`config.mk`:
```
export PLATFORM = sky130hd
export DESIGN_NAME = interval_timer_ctrl
export DESIGN_NICKNAME = d
export VERILOG_FILES = /design/src/rtl/interval_timer_ctrl_pkg.sv /design/src/rtl/interval_timer_ctrl_counter_nb.sv /design/src/rtl/interval_timer_ctrl.sv
export SDC_FILE = /design/constraint.sdc
export NUM_CORES = 1
export LEC_CHECK = 0
export BUFFER_PORTS_ARGS = -buffer_cell sky130_fd_sc_hd__buf_2
export CAP_MARGIN = 10
export CORE_AREA = 2 2 39 41
export CTS_BUF_LIST = sky130_fd_sc_hd__clkbuf_2
export DETAILED_ROUTE_END_ITERATION = 8
export DIE_AREA = 0 0 41 43
export GPL_TIMING_DRIVEN = 0
export PLACE_DENSITY = 0.72
export SLEW_MARGIN = 20
export SYNTH_ARGS = -nofsm -noshare
export SYNTH_HDL_FRONTEND = slang
export SYNTH_SLANG_ARGS = --single-unit
```
`constraint.sdc`:
```
create_clock -name clock -period 2.4 [get_ports clock]
set_clock_uncertainty 0.2 [all_clocks]
set_input_delay 0.24 -clock clock [delete_from_list [all_inputs] [get_ports clock]]
set_output_delay 0.24 -clock clock [all_outputs]
set_load 0.02 [all_outputs]
```
`src/rtl/interval_timer_ctrl_pkg.sv`:
```
// Shared definitions for the interval timer controller: FSM state and mode codes.
package interval_timer_ctrl_pkg;

    localparam int unsigned CNT_W_DEFAULT = 4;

    // 2'b11 is unused and recovers to S_IDLE
    typedef enum logic [1:0] {
        S_IDLE  = 2'b00,
        S_COUNT = 2'b01,
        S_DONE  = 2'b10
    } state_e;

    typedef enum logic {
        M_ONESHOT  = 1'b0,
        M_PERIODIC = 1'b1
    } mode_e;

endpackage

```
`src/rtl/interval_timer_ctrl_counter_nb.sv`:
```
// N-bit binary counter built from a ripple chain of b2_counter cells.
// Enable ei, synchronous clear clr (dominant), carry-out eu; no control logic.
module interval_timer_ctrl_counter_nb #(
    parameter int unsigned N = 4
) (
    input  logic         clock,
    input  logic         reset_,
    input  logic         ei,
    input  logic         clr,
    output logic [N-1:0] q,
    output logic         eu
);

    logic [N:0]   carry;
    logic [N-1:0] q_q;
    logic [N-1:0] q_d;

    assign carry[0] = ei;

    // One b2_counter cell per bit: toggle on incoming carry, clr gates next value
    for (genvar i = 0; i < int'(N); i++) begin : g_b2_counter
        assign q_d[i]       = clr ? 1'b0 : (q_q[i] ^ carry[i]);
        assign carry[i + 1] = carry[i] & q_q[i];
    end

    always_ff @(posedge clock or negedge reset_) begin
        if (!reset_) begin
            q_q <= '0;
        end else begin
            q_q <= q_d;
        end
    end

    assign q  = q_q;
    assign eu = carry[N];

endmodule

```
`src/rtl/interval_timer_ctrl.sv`:
```
// Interval timer controller: req/ack host handshake sequencing an N-bit counter
// through 0..LIM with one-shot or periodic behaviour and a terminal-count tick.
module interval_timer_ctrl
    import interval_timer_ctrl_pkg::*;
#(
    parameter int unsigned N = CNT_W_DEFAULT
) (
    input  logic         clock,
    input  logic         reset_,
    input  logic         req,
    input  logic [N-1:0] limit,
    input  logic         mode,
    output logic         ack,
    output logic         busy,
    output logic [N-1:0] count,
    output logic         tick
);

    state_e       state_q, state_d;
    logic [N-1:0] lim_q, lim_d;
    mode_e        mode_q, mode_d;

    logic         cnt_ei;
    logic         cnt_clr;
    logic         at_lim;
    logic         carry_unused;

    interval_timer_ctrl_counter_nb #(.N(N)) u_counter (
        .clock  (clock),
        .reset_ (reset_),
        .ei     (cnt_ei),
        .clr    (cnt_clr),
        .q      (count),
        .eu     (carry_unused)
    );

    assign at_lim = (count == lim_q);

    always_ff @(posedge clock or negedge reset_) begin
        if (!reset_) begin
            state_q <= S_IDLE;
            lim_q   <= '0;
            mode_q  <= M_ONESHOT;
        end else begin
            state_q <= state_d;
            lim_q   <= lim_d;
            mode_q  <= mode_d;
        end
    end

    // Next state; limit and mode are captured only on the IDLE->COUNT edge
    always_comb begin
        state_d = state_q;
        lim_d   = lim_q;
        mode_d  = mode_q;
        case (state_q)
            S_IDLE: begin
                if (req) begin
                    state_d = S_COUNT;
                    lim_d   = limit;
                    mode_d  = mode_e'(mode);
                end
            end
            S_COUNT: begin
                if (!req) begin
                    state_d = S_IDLE;
                end else if (at_lim && (mode_q == M_ONESHOT)) begin
                    state_d = S_DONE;
                end
            end
            S_DONE: begin
                if (!req) begin
                    state_d = S_IDLE;
                end
            end
            default: state_d = S_IDLE;
        endcase
    end

    // Counter control plus Moore status decoded from registers only
    always_comb begin
        cnt_ei  = 1'b0;
        cnt_clr = 1'b0;
        tick    = 1'b0;
        ack     = 1'b0;
        busy    = 1'b0;
        case (state_q)
            S_IDLE: begin
                cnt_clr = 1'b1;
            end
            S_COUNT: begin
                busy = 1'b1;
                tick = at_lim;
                if (!req) begin
                    cnt_clr = 1'b1;
                end else if (!at_lim) begin
                    cnt_ei = 1'b1;
                end else if (mode_q == M_PERIODIC) begin
                    cnt_clr = 1'b1;
                end
            end
            S_DONE: begin
                busy    = 1'b1;
                ack     = 1'b1;
                cnt_clr = !req;
            end
            default: begin
                cnt_clr = 1'b1;
            end
        endcase
    end

endmodule

```
==> impl_metrics.json <==
{
  "gp_congestion": 0.794,
  "synth_cells": 56,
  "drt_wl_total_microns": 1330,
  "grt_pass1_vias": 499,
  "numClockSinks": 11,
  "synth.cell_area_sq_um": 634,
  "regToRegSetupSlack_ns": 0.20,
  "required_ns": 2.37,
  "synthTopCellsByArea": "dfrtp_1 (43%), ha_1 (12%), mux2_2 (8.9%)",
  "nNetsFinal": 96,
  "rows": 14,
  "vias": 519,
  "vdd_drop_max_mv": 0.591,
  "synth_cell_types": 21,
  "wire_per_inst_microns": 13.8,
  "drv_cap": 0,
  "period_minus_slack_ns": 2.20,
  "grt_pass1_wl_microns": 2220,
  "dr.pass1.iters": 4,
  "diodes": 0,
  "finalSetupViolCount": 0,
  "antenna_found_initial": 0,
  "cts_tree": "done",
  "start_util_pct": 45.8,
  "p_per_area_mw_per_mm2": 1020,
  "synth_nets": 70,
  "multi_input_area_sq_um": 340,
  "drc": 0,
  "clk_latency_ns": 0.26,
  "drtAntennaViolNets": 0,
  "dieWidth_microns": 41,
  "synth_area_per_cell_sq_um": 11.3,
  "cts_root_buf": "clkbuf_2",
  "core-area_sq_mm": 0.00138,
  "yosys_warnings": 0,
  "timing.fmax_ghz": 0.454,
  "end_kind": "flop",
  "htreeDepth": 1,
  "grt.overflow.total": 0,
  "slew_headroom_pct": 65.5,
  "status": "finished clean",
  "drive_gt1_share_pct": 40.7,
  "setup_tns_ns": 0,
  "clkTransAtPathRegs_ns": 0.11,
  "io_pins": 15,
  "grt.total_usage_pct": 19.3,
  "arrival_ns": 2.17,
  "hold_violations": 0,
  "rsz0062_at_grt": "no",
  "place_hpwl_microns": 941,
  "crit_type": "flop to flop",
  "drt_iter0_markers": 11,
  "hold_slack_ns": 0.0106,
  "crit_fanout": 9,
  "via_per_inst": 5.35,
  "start_kind": "flop",
  "ys_seq_elements": 11,
  "area_growth_pct": 30.0,
  "drv_slew": 0,
  "dieArea_sq_mm": 0.00176,
  "worst_pin_slew_ns": 0.512,
  "regArea_sq_um": 275,
  "hold_path_class": "input port to flop",
  "yosysTopAreaCellShare_pct": 43.4,
  "clk_path_buf_depth": 2,
  "die_h_microns": 43,
  "p_leak_nw": 0.394,
  "io_buffers": 13,
  "nFillCells": 129,
  "period_share_pct": 91.8,
  "grt_start_max_net_pins": 12,
  "yosysSeqAreaShare_pct": 43.4,
  "yosys.area.top_type": "dfrtp_1",
  "numCtsBuffers": 3
}
## cell usage after synthesis
| cell type | n |
|---|---|
| inv_1 | 5 |
| and4_4 | 1 |
| xnor2_1 | 5 |
| dfrtp_1 | 11 |
| o21bai_1 | 1 |
| a311oi_1 | 4 |
| a41o_2 | 1 |
| a21oi_1 | 1 |
| a41oi_1 | 1 |
| nor2_1 | 2 |
| buf_2 | 2 |
| o211ai_1 | 1 |
| o21ai_0 | 1 |
| ha_1 | 6 |
| a211o_1 | 1 |
| nand2_1 | 2 |
| nand3_1 | 2 |
| and2_2 | 1 |
| a22oi_1 | 1 |
| nand3b_1 | 2 |
| mux2_2 | 5 |
## stage by stage
stage / instance area (sq um) / utilization, % / std cells / total power [W] / setup WS [ns]
2_1_floorplan: 634 / - / 56 / 0.000592 / 0.319
3_3_place_gp: 719 / 52.0 / 85 / 0.000674 / 0.124
3_5_place_dp: 719 / 52.0 / 85 / 0.000690 / 0.0538
4_1_cts: 769 / 55.6 / 92 / 0.000803 / 0.0237
5_1_grt: 825 / 59.6 / 97 / 0.000906 / 0.00334
6_report: 825 / 59.6 / 97 / 0.000838 / 0.198
## cell families after synthesis
kind of cell    after synthesis  share of synthesized area [%]
compound gates               12                           15.2
xor+xnor                      5                           6.90
mux                           5                           8.88
flops                        11                           43.4
buf+inv                       7                           4.54
simple gates                 10                           9.27
fa+ha+maj                     6                           11.8
## layer usage
metal | track usage [%] | vias up | routed length [microns]
met2 | 28.7 | 14 | 692
met1 | 23.7 | 247 | 557
met4 | 12.0 | 0 | 34
met3 | 4.71 | 4 | 49
li1 | - | 254 | -
met5 | 0 | - | 0
## registers in the layout (all words and copies together) (netlist names)
signal,count
u_counter.q,4
mode_q,1
state_q,2
lim_q,4
## report_power, final
| part | internal, W | total [W] | leakage, nW | switching [W] |
|---|---|---|---|---|
| sequential | 0.000248 | 0.000311 | 0.140 | 0.0000624 |
| combinational | 0.000191 | 0.000418 | 0.238 | 0.000227 |
| clock | 0.0000442 | 0.000109 | 0.0166 | 0.0000646 |
## cell type report
class                   instances  share of cell area [%]
repair buffers                 21                    16.7
flip-flops and latches         11                    33.4
well taps                      16                    2.43
plain buffers                   2                    1.52
clock buffers                   4                    2.43
multi-input cells              38                    41.3
inverters                       5                    2.28
## critical path, stage by stage (launching register included)
cell and delay [ns]:
dfrtp_1 0.43, inv_2 0.09, ha_1 0.13, clkbuf_4 0.18, nand2_1 0.08, a41oi_2 0.24
ha_2 0.22, ha_1 0.13, ha_1 0.15, xnor2_1 0.07, a311oi_1 0.20
## path summary, 6_finish.rpt
path / from / end / cells after the start
setup / recovery: state_q[1] / u_counter.q[3] / 10
min in group asynchronous: reset_ / lim_q[2] / 2
hold reg to reg: lim_q[2] / lim_q[2] / 1
max in group asynchronous: reset_ / state_q[1] / 2
hold / removal: limit[2] / lim_q[2] / 2
setup reg to reg: state_q[1] / u_counter.q[3] / 10
## cells in the final DEF (no fill, tap or decap)
master	count
o21ai_0	1
clkbuf_4	1
nor2_1	2
nand3_1	2
a311oi_1	4
inv_2	1
and2_2	1
a21oi_1	1
a41oi_2	1
a41o_2	1
a211o_1	1
ha_1	5
nand3b_1	2
and4_4	1
mux2_2	5
clkbuf_2	4
a22oi_1	1
dfrtp_1	11
buf_2	14
xnor2_1	5
o211ai_1	1
ha_2	1
buf_4	3
inv_1	4
dlygate4sd3_1	5
nand2_1	2
o21bai_1	1
## timing repair
item / in CTS / in global routing
setup endpoints to repair: 0 / 2
resized for setup: 0 / 4
hold buffers: 3 / 2
endpoints found under the hold margin: 13 / 2
setup buffers: 0 / 3
Note: power is estimated with default switching activity, not from simulation.
